[src/rtl/traffic_phase_scheduler.sv]
`default_nettype none
// ============================================================================
// Module  : traffic_phase_scheduler
// Brief   : Demand-actuated two-approach lamp sequencer with min/max green,
//           yellow and all-red clearance. NIGHT_FLASH_EN adds a flash input.
// Rev     : 1.0  initial release
// ============================================================================
module traffic_phase_scheduler #(
    parameter int unsigned TICK_CYCLES = 32'd16_000_000,
    parameter logic [7:0]  MIN_GREEN   = 8'd10,
    parameter logic [7:0]  MAX_GREEN   = 8'd30,
    parameter logic [7:0]  YELLOW_T    = 8'd5,
    parameter logic [7:0]  ALLRED_T    = 8'd2
) (
    input  logic       clk,
    input  logic       rst,
    input  logic       req1,
    input  logic       req2,
`ifdef NIGHT_FLASH_EN
    input  logic       flash,
`endif
    output logic       red1,
    output logic       yellow1,
    output logic       green1,
    output logic       red2,
    output logic       yellow2,
    output logic       green2,
    output logic [2:0] phase
);

    localparam logic [2:0] c_ST_ALLRED  = 3'd0;
    localparam logic [2:0] c_ST_GREEN1  = 3'd1;
    localparam logic [2:0] c_ST_YELLOW1 = 3'd2;
    localparam logic [2:0] c_ST_GREEN2  = 3'd3;
    localparam logic [2:0] c_ST_YELLOW2 = 3'd4;
`ifdef NIGHT_FLASH_EN
    localparam logic [2:0] c_ST_FLASH   = 3'd5;
`endif
    localparam logic [31:0] c_TICK_LAST = TICK_CYCLES - 32'd1;

    logic [31:0] r_cyc;
    logic [7:0]  r_sec;
    logic [2:0]  r_state;
    logic        r_dir2;
    logic        r_pend1;
    logic        r_pend2;
`ifdef NIGHT_FLASH_EN
    logic        r_flash_yel;
`endif

    logic        w_tick;
    logic [7:0]  w_sec;
    logic [2:0]  w_state_nxt;
    logic        w_dir2_nxt;
    logic        w_trans;
    logic        w_enter_g1;
    logic        w_enter_g2;

    assign w_tick = (r_cyc == c_TICK_LAST);
    // Seconds value including the tick landing this cycle, so a state of N
    // seconds leaves on exactly the edge that completes its Nth tick.
    assign w_sec  = (w_tick && (r_sec != 8'hFF)) ? r_sec + 8'd1 : r_sec;

    always_comb begin
        w_state_nxt = r_state;
        w_dir2_nxt  = r_dir2;
        case (r_state)
            c_ST_ALLRED: begin
                if (w_sec >= ALLRED_T) w_state_nxt = r_dir2 ? c_ST_GREEN2 : c_ST_GREEN1;
`ifdef NIGHT_FLASH_EN
                if ((w_sec >= ALLRED_T) && flash) w_state_nxt = c_ST_FLASH;
`endif
            end
            c_ST_GREEN1: begin
                if (r_pend2 && ((w_sec >= MAX_GREEN) || ((w_sec >= MIN_GREEN) && !req1)))
                    w_state_nxt = c_ST_YELLOW1;
            end
            c_ST_YELLOW1: begin
                if (w_sec >= YELLOW_T) begin
                    w_state_nxt = c_ST_ALLRED;
                    w_dir2_nxt  = 1'b1;
                end
            end
            c_ST_GREEN2: begin
                if (r_pend1 && ((w_sec >= MAX_GREEN) || ((w_sec >= MIN_GREEN) && !req2)))
                    w_state_nxt = c_ST_YELLOW2;
            end
            c_ST_YELLOW2: begin
                if (w_sec >= YELLOW_T) begin
                    w_state_nxt = c_ST_ALLRED;
                    w_dir2_nxt  = 1'b0;
                end
            end
`ifdef NIGHT_FLASH_EN
            c_ST_FLASH: begin
                if (!flash) begin
                    w_state_nxt = c_ST_ALLRED;
                    w_dir2_nxt  = 1'b0;
                end
            end
`endif
            default: begin
                w_state_nxt = c_ST_ALLRED;
                w_dir2_nxt  = 1'b0;
            end
        endcase
    end

    assign w_trans    = (w_state_nxt != r_state);
    assign w_enter_g1 = w_trans && (w_state_nxt == c_ST_GREEN1);
    assign w_enter_g2 = w_trans && (w_state_nxt == c_ST_GREEN2);

    always_ff @(posedge clk) begin
        if (rst) begin
            r_state <= c_ST_ALLRED;
            r_dir2  <= 1'b0;
            r_cyc   <= 32'd0;
            r_sec   <= 8'd0;
            r_pend1 <= 1'b0;
            r_pend2 <= 1'b0;
        end else begin
            r_state <= w_state_nxt;
            r_dir2  <= w_dir2_nxt;
            if (w_trans) begin
                r_cyc <= 32'd0;
                r_sec <= 8'd0;
            end else begin
                r_cyc <= w_tick ? 32'd0 : r_cyc + 32'd1;
                r_sec <= w_sec;
            end
            // Clear on green entry dominates a coincident request.
            r_pend1 <= (r_pend1 || (req1 && (r_state != c_ST_GREEN1))) && !w_enter_g1;
            r_pend2 <= (r_pend2 || (req2 && (r_state != c_ST_GREEN2))) && !w_enter_g2;
        end
    end

`ifdef NIGHT_FLASH_EN
    always_ff @(posedge clk) begin
        if (rst || (r_state != c_ST_FLASH)) r_flash_yel <= 1'b1;
        else if (w_tick)                     r_flash_yel <= ~r_flash_yel;
    end
`endif

    always_ff @(posedge clk) begin
        if (rst) begin
            red1    <= 1'b1;
            yellow1 <= 1'b0;
            green1  <= 1'b0;
            red2    <= 1'b1;
            yellow2 <= 1'b0;
            green2  <= 1'b0;
            phase   <= c_ST_ALLRED;
        end else begin
            red1    <= 1'b0;
            yellow1 <= 1'b0;
            green1  <= 1'b0;
            red2    <= 1'b0;
            yellow2 <= 1'b0;
            green2  <= 1'b0;
            phase   <= r_state;
            case (r_state)
                c_ST_GREEN1:  begin green1  <= 1'b1; red2    <= 1'b1; end
                c_ST_YELLOW1: begin yellow1 <= 1'b1; red2    <= 1'b1; end
                c_ST_GREEN2:  begin red1    <= 1'b1; green2  <= 1'b1; end
                c_ST_YELLOW2: begin red1    <= 1'b1; yellow2 <= 1'b1; end
`ifdef NIGHT_FLASH_EN
                c_ST_FLASH:   begin yellow1 <= r_flash_yel; yellow2 <= r_flash_yel; end
`endif
                default: begin
                    red1  <= 1'b1;
                    red2  <= 1'b1;
                    phase <= c_ST_ALLRED;
                end
            endcase
        end
    end

endmodule
`default_nettype wire
[config.mk]
export PLATFORM = sky130hd
export DESIGN_NAME = traffic_phase_scheduler
export DESIGN_NICKNAME = d
export VERILOG_FILES = /design/src/rtl/traffic_phase_scheduler.sv
export SDC_FILE = /design/constraint.sdc
export NUM_CORES = 1
export LEC_CHECK = 0
export CORE_MARGIN = 10
export CORE_UTILIZATION = 50
export CTS_CLUSTER_SIZE = 8
export DETAILED_ROUTE_END_ITERATION = 7
export DONT_BUFFER_PORTS = 1
export PLACE_DENSITY_LB_ADDON = 0.08
export SLEW_MARGIN = 20
export SYNTH_ARGS = -nofsm -noshare
export SYNTH_HDL_FRONTEND = slang
export SYNTH_SLANG_ARGS = --single-unit
[constraint.sdc]
create_clock -name clk -period 4.9 [get_ports clk]
set_clock_uncertainty 0.2 [all_clocks]
set_input_delay 0.98 -clock clk [delete_from_list [all_inputs] [get_ports clk]]
set_output_delay 0.98 -clock clk [all_outputs]
set_load 0.1 [all_outputs]
==> flow_results.org, run 1 <==
** Outcome
- The run finished with clean final reports.

** Global route
- Via count of the first global-routing pass :: 1941
- Maximum number of pins on one net before global-route repair :: 41
- Global routing usage on met1 :: 14.8%
- Gr usage total :: 12.1%
- The number of antenna violations at the first check in global routing was 0.
- Sum of overflow across all layers after global routing :: 0
- Global Route met3 Usage :: 3.25%
- In the global route stage, met2 resource usage came out at 20.3%.
- After global routing, the most crowded layer is met2.
- First-pass GRT wire length :: 8.85 mm

** Power
- Internal power :: 584 uW
- In this run switching power makes up 20.7% of total power.
- Relative contribution of combinational cells to total power :: 2.1%
- Total net switching power :: 153 uW
- Total power consumption of the routed design :: 737 uW
- Per report_power, the sequential group accounts for 61.5% of the total.
- Static leakage :: 0.00107 uW
- Worst vdd rail ir drop :: 0.000138 V
- Dividing total power by cell area gives a power density of 253 mW/mm^2.
- Relative contribution of the clock network to total power :: 36.5%

** Floorplan
- Initial Utilization :: 51.2%
- The floorplan step defined a core boundary enclosing 0.00544 mm^2.
- Chip Width :: 94.6 um
- Pin placement for this block handled 13 I/O pins.
- From bottom edge to top edge, the die measures 94.6 um.
- Die Area :: 0.00895 mm^2
- In this run the core area contains 27 standard-cell rows.

** Timing
- Dividing the final minimum period by the clock period gives 83.3%.
- Final setup TNS :: 0 ns
- Worst-case headroom to the max-slew limit :: 35.6%
- The final count of pins violating max slew was 0.
- Unrepaired setup endpoints after global routing :: false
- Counting I/O delays and the setup requirement, the final critical path takes 4.08 ns.
- Derived from the worst setup path, the maximum achievable clock frequency is 0.245 GHz.
- Once routing completed, OpenROAD measured the worst setup slack at 0.818 ns.
- Setup violation total in the final timing report :: 0
- Final Hold Violating Endpoints :: 0
- At the pin with the least slew margin, the transition time is 0.964 ns.

** Synth
- Most used flip-flop cell after synthesis :: sky130_fd_sc_hd__dfxtp_1
- Counting flops with an async set or reset pin after synthesis yields a share of 0%.
- Number of flip-flops and latches in the synthesized netlist :: 55
- The synthesized netlist devotes 10.8% of its cell area to compound gates.
- The commonest cells after synthesis are sky130_fd_sc_hd__dfxtp_1, sky130_fd_sc_hd__nor2_1, sky130_fd_sc_hd__nand2_1, sky130_fd_sc_hd__xor2_1.
- The Yosys step of the flow raised 0 warnings.
- For this run, the register share of the synthesized area comes to 39.6%.
- After synthesis, the cell types taking the most area are sky130_fd_sc_hd__dfxtp_1, sky130_fd_sc_hd__xor2_1, sky130_fd_sc_hd__xnor2_1.
- The number of nets in the synthesized netlist is 304.
- Number of enable-type register cells in the synthesized netlist :: 0
- Post-Syn Area :: 0.00278 mm^2
- Yosys top cell area share :: 39.6%
- By area, the combinational part of the netlist is dominated by simple AND/OR/NAND/NOR gates.
- sky130_fd_sc_hd__dfxtp_1 takes more of the synthesized area than any other cell.
- By instance count, the leading cell after synthesis is sky130_fd_sc_hd__dfxtp_1.
- Xor and xnor area share after synthesis :: 10.7%
- In the synthesized netlist, the number of instances is 298.
- Summing the areas of all fa, ha and maj instances in the mapped netlist gives 0.899% of the synthesized area.
- After synthesis, the mean cell area works out to 9.34 um^2.
- The synthesized netlist devotes 33.0% of its cell area to simple gates.
- Number of distinct library cells after synthesis :: 59
- The portion of synthesized area spent on multiplexers is 0.899%.

** Clocking
- The clock reaches the later pin of the worst-skew pair after 0.30 ns.
- Clock-pin slew was measured on the worst setup and hold paths at 0.09 ns.
- In this run, post-CTS hold repair placed 0 buffers.
- TritonCTS built the clock tree.
- TritonCTS Buffers :: 5
- Maximum buffer depth of the clock tree :: 2
- Clock Root Buffer :: sky130_fd_sc_hd__clkbuf_8
- Setup bufs post-CTS :: 0
- Gates resized during post-CTS repair numbered 0.
- Clock H-tree levels :: 2
- The clock drives 55 sinks.

** Layout
- Share of layout cells above drive strength 1 :: 17.8%
- Finished Core Util :: 53.6%
- The filler cells instantiated in the layout total 528.
- The repair_antennas step left the layout with diodes totalling 0.
- At the end of the flow, the number of nets in the layout was 303.
- Synthesis-to-layout area growth :: 4.72%

** Setup path
- Crit path DAT :: 4.06 ns
- The worst setup path is of the flip-flop to flip-flop kind.
- Critical Path End Type :: flip-flop
- Data on the critical path is required at its endpoint by 4.87 ns.
- Along the worst path, the maximum fanout reaches 40.
- Type of element launching the critical path :: flip-flop

** Route
- Avg WL per Cell :: 13.7 um
- Length of the first detailed-routing pass in iterations :: 4
- Across all layers, the routed design uses 2019 vias.
- Via density per instance :: 5.46
- After detailed routing, the total wire length is 5.06 mm.
- In the routed design, unresolved DRC markers number 0.
- The detailed router finished its first iteration with 50 violations.
- DRT antenna net count :: 0

** Job
- Max-cap violations in this run came to 0.

** Placed design
- Count of buffers from port buffering :: 0
- Worst setup slack before clock tree synthesis :: 0.790 ns
- Summed over all nets, the half-perimeter wirelength after detailed placement is 3.71 mm.
- The congestion estimate from routability-driven global placement came to 0.837.

** Hold path
- HP Class :: flip-flop to flip-flop
-- critical path: stages, from the launching register on --
cell and delay, ns:
sky130_fd_sc_hd__dfxtp_1 0.38, sky130_fd_sc_hd__ha_1 0.20, sky130_fd_sc_hd__and3_1 0.32, sky130_fd_sc_hd__nand4_4 0.19, sky130_fd_sc_hd__nor3_4 0.34, sky130_fd_sc_hd__nor4bb_1 0.42, sky130_fd_sc_hd__nor2_1 0.19, sky130_fd_sc_hd__o32a_2 0.38
sky130_fd_sc_hd__a211o_1 0.27, sky130_fd_sc_hd__o211a_1 0.24, sky130_fd_sc_hd__o2111ai_4 0.19, sky130_fd_sc_hd__buf_4 0.51, sky130_fd_sc_hd__nor2_1 0.10
-- power by group through the flow --
stage / Sequential [uW] / Combinational [uW] / Clock (uW)
detailed placement: 463 / 15.9 / 0
global route: 453 / 17.8 / 298
global placement: 463 / 15.3 / 0
floorplan: 462 / 16.8 / 0
CTS: 453 / 15.9 / 283
finish: 453 / 15.3 / 269
-- worst paths after layout --
check	from	endpoint	slack, ns	cells after the start
hold reg to reg	r_cyc[0]	r_cyc[0]	0.28	1
hold / removal	r_cyc[0]	r_cyc[0]	0.28	1
setup / recovery	r_cyc[0]	r_sec[0]	0.82	12
setup reg to reg	r_cyc[0]	r_sec[0]	0.82	12
-- area by class of cell --
type                            count  area [um^2]  area share, %
Inverter                           10         37.5           1.29
Timing Repair Buffer                2         15.0          0.515
Clock buffer                        7         96.3           3.31
Clock inverter                      1         7.51          0.258
Tap cell                           72         90.1           3.09
Multi-Input combinational cell    223         1570           53.8
Sequential cell                    55         1100           37.8
-- layout by cell type, fill, tap and decap left out, types with 2 or more instances in the layout --
cell	instances
sky130_fd_sc_hd__a211o_1	2
sky130_fd_sc_hd__a211oi_1	2
sky130_fd_sc_hd__a21boi_0	3
sky130_fd_sc_hd__a21boi_1	2
sky130_fd_sc_hd__a21o_1	2
sky130_fd_sc_hd__a21oi_1	4
sky130_fd_sc_hd__a22oi_1	2
sky130_fd_sc_hd__and2_1	2
sky130_fd_sc_hd__and3_1	9
sky130_fd_sc_hd__and4_1	2
sky130_fd_sc_hd__buf_4	2
sky130_fd_sc_hd__clkbuf_8	7
sky130_fd_sc_hd__dfxtp_1	55
sky130_fd_sc_hd__ha_1	2
sky130_fd_sc_hd__inv_1	10
sky130_fd_sc_hd__nand2_1	19
sky130_fd_sc_hd__nand2b_1	2
sky130_fd_sc_hd__nand3_1	10
sky130_fd_sc_hd__nand4_1	12
sky130_fd_sc_hd__nor2_1	34
sky130_fd_sc_hd__nor2_2	15
sky130_fd_sc_hd__nor3_1	8
sky130_fd_sc_hd__nor3_2	12
sky130_fd_sc_hd__nor4_1	2
sky130_fd_sc_hd__nor4_2	2
sky130_fd_sc_hd__o21a_1	3
sky130_fd_sc_hd__o21ai_0	4
sky130_fd_sc_hd__o22ai_1	4
sky130_fd_sc_hd__o31ai_1	2
sky130_fd_sc_hd__or3_1	3
sky130_fd_sc_hd__xnor2_1	15
sky130_fd_sc_hd__xor2_1	19
-- per-stage QoR --
stage,instance area (um^2),hold WS [ns],std cells
after floorplan,2780,0.239,298
final,2910,0.280,370
after CTS,2910,0.284,370
after global routing,2910,0.297,370
after detailed placement,2810,0.265,362
after global placement,2810,0.264,362
-- routing by layer --
metal  up-vias  wire length (um)
li1       1047                 -
met1       941              2320
met2        23              2510
met3         8               164
met4         0                71
met5         -                 0
-- kinds of logic (layout without fill, tap and decap cells) --
family | count (synthesis) | in the layout
XOR/XNOR | 34 | 34
AO/OA/AOI/OAI | 39 | 39
flip-flops | 55 | 55
adder cells (fa/ha/maj) | 2 | 2
buffers and inverters | 20 | 20
AND/OR/NAND/NOR | 146 | 146
multiplexers | 2 | 2
-- flip-flops by register name (all words and copies together) (netlist names), 3 cells and up --
name,count
phase,3
r_sec,8
r_state,3
r_cyc,32
No activity file was read; power rests on OpenSTA's default activity.
==> run 2, diff against run 1 <==
Clock period 4.9 ns to 3.9 ns, I/O delays scaled along.
==> run 2 against run 1 <==
Against the previous run:
- sequential power up 25%
- clock-buffer cell count down 1
- sequential share of layout area down 0.78 points
- flip-flop and latch count stayed put
- hold slack worse by 0.0051 ns
- fmax grew 13%
- largest cell class unchanged
- via count shrank 0.59%
- wire length is essentially flat
- core utilization up 1.1 points
- first-iteration DRC count increased by 54%
- register-to-register slack got worse by 0.52 ns
==> flow_results.org, run 2 (same netlist as run 1, synthesis figures left out) <==
** Route
- Total via count in the routed design :: 2007
- Before antenna repair, the detailed router went through 4 iterations.
- Final Routed Wirelength :: 5.06 mm
- Dividing the detail-routed via count by the number of cells gives 5.38.
- DRT antenna net count :: 0
- Number of design rule violations left after detail routing :: 0
- Dividing the detail-routed wire length by the instance count gives 13.6 um.
- In this run, the number of DRC markers left after iteration 0 of detailed routing was 77.

** Global route
- Entering global routing, the biggest net connects 41 pins.
- The number of antenna violations at the first check in global routing came to 0.
- Global routing consumed, over all layers together, 12.3% of the routing resources.
- The number of global-route vias before repair is 1923.
- Sum of overflow across all layers after global routing :: 0
- First-pass GRT wire length :: 9.07 mm

** Layout
- The register with the most flip-flops in the layout has 32 of them.
- After routing the design area is 0.00298 mm^2.
- Cells with a size suffix above 1 make up 19.6% of the layout.
- Counting flops per register, the top entry is r_cyc.
- From synthesis to final layout, the design area changed by 6.92%.
- Leading cell types in the layout, fill and taps excluded :: sky130_fd_sc_hd__dfxtp_1, sky130_fd_sc_hd__nor2_1, sky130_fd_sc_hd__nand2_1, sky130_fd_sc_hd__xor2_1, sky130_fd_sc_hd__nor2_2
- 0 antenna diodes ended up in the layout.
- Cells fill 54.7% of the core in the end.
- Leaving out fill and tap cells, the most frequent cell in the layout is sky130_fd_sc_hd__dfxtp_1.
- Layout net count :: 306
- Registers with the most flip-flops :: r_cyc (32), r_sec (8)

** Placed design
- At the end of routability-driven placement, the weighted congestion stood at 0.871.
- Before CTS, the worst setup slack after placement is 0.166 ns.
- The placed instances occupy a cell area of 0.00285 mm^2.
- Detailed placement finished with a half-perimeter wire length of 3.68 mm.
- Count of buffers from port buffering :: 0

** Floorplan
- Number of core rows :: 27
- Vertical die dimension :: 94.6 um
- Initial Utilization :: 51.2%
- Die Area :: 0.00895 mm^2
- The die is 94.6 um wide.
- Core area :: 0.00544 mm^2
- 13 I/O pins were placed.

** Clocking
- TritonCTS clock tree :: built
- Clock Sinks :: 55
- After clock tree synthesis, the clock-pin slew on the worst setup and hold paths is 0.09 ns.
- At the later pin of the worst-skew pair, clock insertion delay measures 0.30 ns.
- Clock H-tree levels :: 2
- Clock Root Buffer :: sky130_fd_sc_hd__clkbuf_8
- Setup bufs post-CTS :: 0
- In this run the deepest clock path goes through 2 buffers.
- Count of hold-fix buffers inserted at cts :: 0
- Clock tree synthesis inserted a total of 5 buffers.

** Timing
- Setup repair after global routing left no endpoint under its margin.
- Once routing completed, OpenROAD measured the worst setup slack at 0.302 ns.
- The final critical path takes up 92.3% of the cycle.
- Pins Over Slew Limit :: 0
- The routed design could run at a clock period as short as 3.60 ns.
- Final setup TNS :: 0 ns
- Final Hold Violating Endpoints :: 0
- Setup violation total in the final timing report :: 0
- Transition time at the pin with the least slew margin :: 0.953 ns
- For this run, the top clock speed supported by timing is 0.278 GHz.
- Worst-case headroom to the max-slew limit :: 36.4%

** Hold path
- HP Class :: flip-flop to flip-flop

** Setup path
- STA classifies the critical path endpoint as a flip-flop.
- In this run the worst path has a maximum fanout of 40.
- The worst setup path is launched from a flip-flop.
- Type of the worst setup path :: flip-flop to flip-flop
- Crit path DAT :: 3.63 ns
- Required arrival time at the worst endpoint :: 3.93 ns

** Power
- In this run the static leakage power is 0.00110 uW.
- VDD sags by at most 0.000176 V.
- Dividing total power by cell area gives a power density of 329 mW/mm^2.

** Outcome
- The run finished with clean final reports.

** Job
- Count of max-cap constraint violations :: 0
## run 2: worst max-delay path, cell delays in order (launching register included)
cell	delay [ns]
sky130_fd_sc_hd__dfxtp_1	0.38
sky130_fd_sc_hd__ha_1	0.19
sky130_fd_sc_hd__and3_1	0.30
sky130_fd_sc_hd__nand4_4	0.18
sky130_fd_sc_hd__nor4_4	0.39
sky130_fd_sc_hd__mux2_4	0.35
sky130_fd_sc_hd__nor3_2	0.14
sky130_fd_sc_hd__buf_4	0.17
sky130_fd_sc_hd__o311ai_0	0.13
sky130_fd_sc_hd__o22ai_1	0.33
sky130_fd_sc_hd__o21a_1	0.23
sky130_fd_sc_hd__o2111ai_4	0.13
sky130_fd_sc_hd__buf_12	0.23
sky130_fd_sc_hd__nor3_2	0.17
## run 2: final cells by class
class | count | area [um^2]
Clock inverter | 2 | 35.0
Tap cell | 72 | 90.1
Clock buffer | 6 | 82.6
Timing Repair Buffer | 5 | 50.0
Fill cell | 505 | 2460
Multi-Input combinational cell | 223 | 1580
Inverter | 10 | 37.5
Sequential cell | 55 | 1100
## run 2: path summary, 6_finish.rpt
path | from | depth (start not counted) | end | slack [ns]
max | r_cyc[0] | 13 | r_cyc[21] | 0.30
min | r_cyc[0] | 1 | r_cyc[0] | 0.28
min reg2reg | r_cyc[0] | 1 | r_cyc[0] | 0.28
max reg2reg | r_cyc[0] | 13 | r_cyc[21] | 0.30
## run 2: metal layers
layer	vias to the layer above	wire (um)	GRT usage (%)
met1	936	2440	15.9
met2	19	2410	19.7
met4	0	43	3.24
li1	1046	-	-
met5	-	0	0
met3	6	165	3.41
## run 2: repair_timing
action | in CTS | in global routing
hold endpoints to repair | 0 | 0
setup endpoints to repair | 0 | 41
gates resized for setup | 0 | 3
## run 2: through the flow
step	hold slack, ns	cells	total power [uW]
6_report	0.275	373	978
5_1_grt	0.308	373	1020
4_1_cts	0.282	373	994
3_5_place_dp	0.265	365	603
3_3_place_gp	0.251	365	603
2_1_floorplan	0.239	298	602
## run 2: power by group
group          switching, uW  total (uW)  internal (uW)
combinational           12.9        20.6           7.76
sequential              3.06         568            565
clock                    181         389            208
==> run 3, diff against run 2 <==
Settings changed: REMOVE_ABC_BUFFERS set to 1.
==> run 3 against run 2 <==
Against the previous run:
- fmax rose by 0.20%
- total power rose by 5.6%
- sequential power barely moved
- global-route usage fell by 0.38 points
- worst setup slack improved by 0.0073 ns
==> flow_results.org, run 3 (same netlist as run 1, synthesis figures left out) <==
** Setup path
- In this run the critical register-to-register path is captured at r_cyc[30].
- Counting cells, the worst reg-to-reg path comes to 13.
- Crit-path max cell delay :: 0.42 ns
- Critical Path End Type :: flip-flop
- On the critical path, the stage with the largest delay is an instance of sky130_fd_sc_hd__dfxtp_1.
- Crit-path cells :: ha_1 > nand3_1 > nor2_1 > nor4_4 > buf_4 > a21boi_0 > nor3_2 > o32a_2 > a211o_1 > o211a_1 > o2111ai_4 > buf_12 > nor2_1
- Required arrival time at the worst endpoint :: 3.90 ns
- Across all register-to-register paths, the minimum setup slack is 0.31 ns.
- STA puts the critical path data arrival time at 3.59 ns.
- Cell type group with the largest total delay on the critical path :: compound AO/OA/AOI/OAI gates
- Beginning of the worst register-to-register path :: r_sec[0]
- Type of element launching the critical path :: flip-flop
- The number of buffers and inverters on the critical path is 2.
- In this design, the critical path's most frequently occurring cell is sky130_fd_sc_hd__nor2_1.
- Type of the worst setup path :: flip-flop to flip-flop
- Maximum net fanout on the critical path :: 40

** Timing
- Shortest clock period the worst path allows after layout :: 3.59 ns
- Setup slack closes at 0.309 ns.
- The final hold violation count came to 0.
- Portion of the clock cycle consumed by the worst path in the final layout :: 92.1%
- Derived from the worst setup path, the maximum achievable clock frequency is 0.278 GHz.
- For the pin with the worst max-slew slack, the measured transition is 0.946 ns.
- On the final layout, the worst hold slack is 0.281 ns.
- Worst-case headroom to the max-slew limit :: 36.8%
- The final count of pins violating max slew came to 0.
- Setup violations remaining at the end of the flow were counted as 0.
- Unrepaired setup endpoints after global routing :: false

** Placed design
- Worst setup slack before clock tree synthesis :: 0.347 ns
- Port buffering added 0 buffers.
- After legalization and detailed placement, the total HPWL measured 3.65 mm.
- Final weighted congestion in routability-driven placement :: 0.893

** Hold path
- The startpoint identified for the worst hold timing path is r_cyc[0].
- Worst hold path endpoint :: r_cyc[0]
- HP Class :: flip-flop to flip-flop
- Counting instances, the worst hold path has a depth of 1.

** Floorplan
- The floorplan step set the die height to 94.6 um.
- Chip Width :: 94.6 um
- Initial Utilization :: 51.2%
- The floorplan has 27 rows.
- 13 I/O pins were placed.
- Core area :: 0.00544 mm^2
- Die Area :: 0.00895 mm^2

** Route
- For this block, the initial DRC count from the detailed router was 75.
- Total via count in the routed design :: 2038
- After detailed routing, the number of remaining DRC violations is 0.
- Before antenna repair, the detailed router went through 4 iterations.
- The detail route stage leaves a number of antenna-violating nets equal to 0.
- Via density per instance :: 5.39
- Final Routed Wirelength :: 5.05 mm
- Avg WL per Cell :: 13.3 um

** Global route
- Across every metal layer, demand over resource in global routing totals 11.9%.
- First-pass GRT wire length :: 8.72 mm
- Maximum number of pins on one net before global-route repair :: 41
- The number of antenna violations at the first check in global routing is 0.
- The number of global-route vias before repair is 1909.
- Sum of overflow across all layers after global routing :: 0

** Clocking
- In this run the number of H-tree levels came out at 2.
- The cell sitting at the root of the clock tree is a sky130_fd_sc_hd__clkbuf_8.
- Post-CTS timing repair inserted 0 buffers for setup.
- Clock Sinks :: 55
- TritonCTS built the clock tree.
- Count of hold-fix buffers inserted at cts :: 0
- TritonCTS Buffers :: 5
- Post-CTS sizing :: 0
- No sink is reached through more buffers than the 2 on the longest clock path.
- The clock reaches the later pin of the worst-skew pair after 0.31 ns.
- Clock slew seen by the registers of the worst setup and hold paths :: 0.09 ns

** Power
- Power comes to 1030 uW.
- IR analysis of the VDD net gives a maximum drop of 0.000236 V.
- Power density normalized to cell area :: 342 mW/mm^2
- Static leakage :: 0.00112 uW

** Layout
- Share of layout cells above drive strength 1 :: 19.9%
- The register with the most flip-flops in the layout has 32 of them.
- Largest reg by FF count :: r_cyc
- Commonest non-fill, non-tap cell in the layout :: sky130_fd_sc_hd__dfxtp_1
- Registers with the most flip-flops :: r_cyc (32), r_sec (8)
- 0 antenna diodes ended up in the layout.
- Synthesis-to-layout area growth :: 8.50%
- Finished Core Util :: 55.5%
- The top cell types in the final layout, fill and taps aside, are sky130_fd_sc_hd__dfxtp_1, sky130_fd_sc_hd__nor2_1, sky130_fd_sc_hd__nand2_1, sky130_fd_sc_hd__xor2_1.
- Layout net count :: 311
- Fill count :: 483

** Outcome
- Status :: finished, final reports clean

** Job
- Count of max-cap constraint violations :: 0
run 3: cell types whose count changed in the layout (fill, tap and decap cells not counted):
cell                         change
sky130_fd_sc_hd__a21boi_1        +1
sky130_fd_sc_hd__a21boi_2        -1
sky130_fd_sc_hd__buf_4           +5
sky130_fd_sc_hd__bufinv_16       +1
sky130_fd_sc_hd__clkbuf_8        -1
sky130_fd_sc_hd__clkinv_2        -1
sky130_fd_sc_hd__clkinvlp_4      +1
sky130_fd_sc_hd__nor2_1          +1
sky130_fd_sc_hd__nor2_2          -1
sky130_fd_sc_hd__o2111ai_1       +1
sky130_fd_sc_hd__o2111ai_2       -1
run 3: cell type report:
cell class	count	area (um^2)	area share (%)
Sequential cell	55	1100	36.5
Inverter	10	37.5	1.24
Clock inverter	3	67.6	2.24
Timing Repair Buffer	10	87.6	2.90
Tap cell	72	90.1	2.98
Clock buffer	5	68.8	2.28
Multi-Input combinational cell	223	1570	51.9
run 3: report_power, final:
group	total (uW)	internal (uW)	switching [uW]
Sequential	569	565	3.13
Clock	443	256	187
Combinational	20.8	7.77	13.0
Total	1030	829	203
run 3: metrics by stage:
stage	setup TNS (ns)	area, um^2	std cells
2_1_floorplan	-13.16	2710	288
3_3_place_gp	0	2880	370
3_5_place_dp	0	2880	370
4_1_cts	0	3020	378
5_1_grt	0	3020	378
6_report	0	3020	378
run 3: layer usage:
metal	wire length [um]	up-vias	GRT usage, %
li1	-	1058	-
met1	2440	956	15.1
met2	2370	18	19.1
met3	174	6	3.33
met4	63	0	3.74
met5	0	-	0
run 3: worst register-to-register path, stage by stage, from the launching register on:
cell and delay (ns):
sky130_fd_sc_hd__dfxtp_1 0.42, sky130_fd_sc_hd__ha_1 0.22, sky130_fd_sc_hd__nand3_1 0.10, sky130_fd_sc_hd__nor2_1 0.33
sky130_fd_sc_hd__nor4_4 0.09, sky130_fd_sc_hd__buf_4 0.17, sky130_fd_sc_hd__a21boi_0 0.33, sky130_fd_sc_hd__nor3_2 0.10
sky130_fd_sc_hd__o32a_2 0.40, sky130_fd_sc_hd__a211o_1 0.28, sky130_fd_sc_hd__o211a_1 0.24, sky130_fd_sc_hd__o2111ai_4 0.22
sky130_fd_sc_hd__buf_12 0.28, sky130_fd_sc_hd__nor2_1 0.12
run 3: worst max path at each step:
stage	startpoint	endpoint	slack (ns)	cells after the start
final	r_sec[0]	r_cyc[30]	0.31	13
after global routing	r_sec[0]	r_cyc[30]	0.04	14
after CTS	r_sec[0]	r_cyc[27]	0.32	13
after detailed placement	r_sec[0]	r_cyc[29]	0.35	13
after global placement	r_cyc[16]	r_cyc[27]	0.39	11
after floorplan	r_cyc[0]	r_cyc[24]	-0.36	11
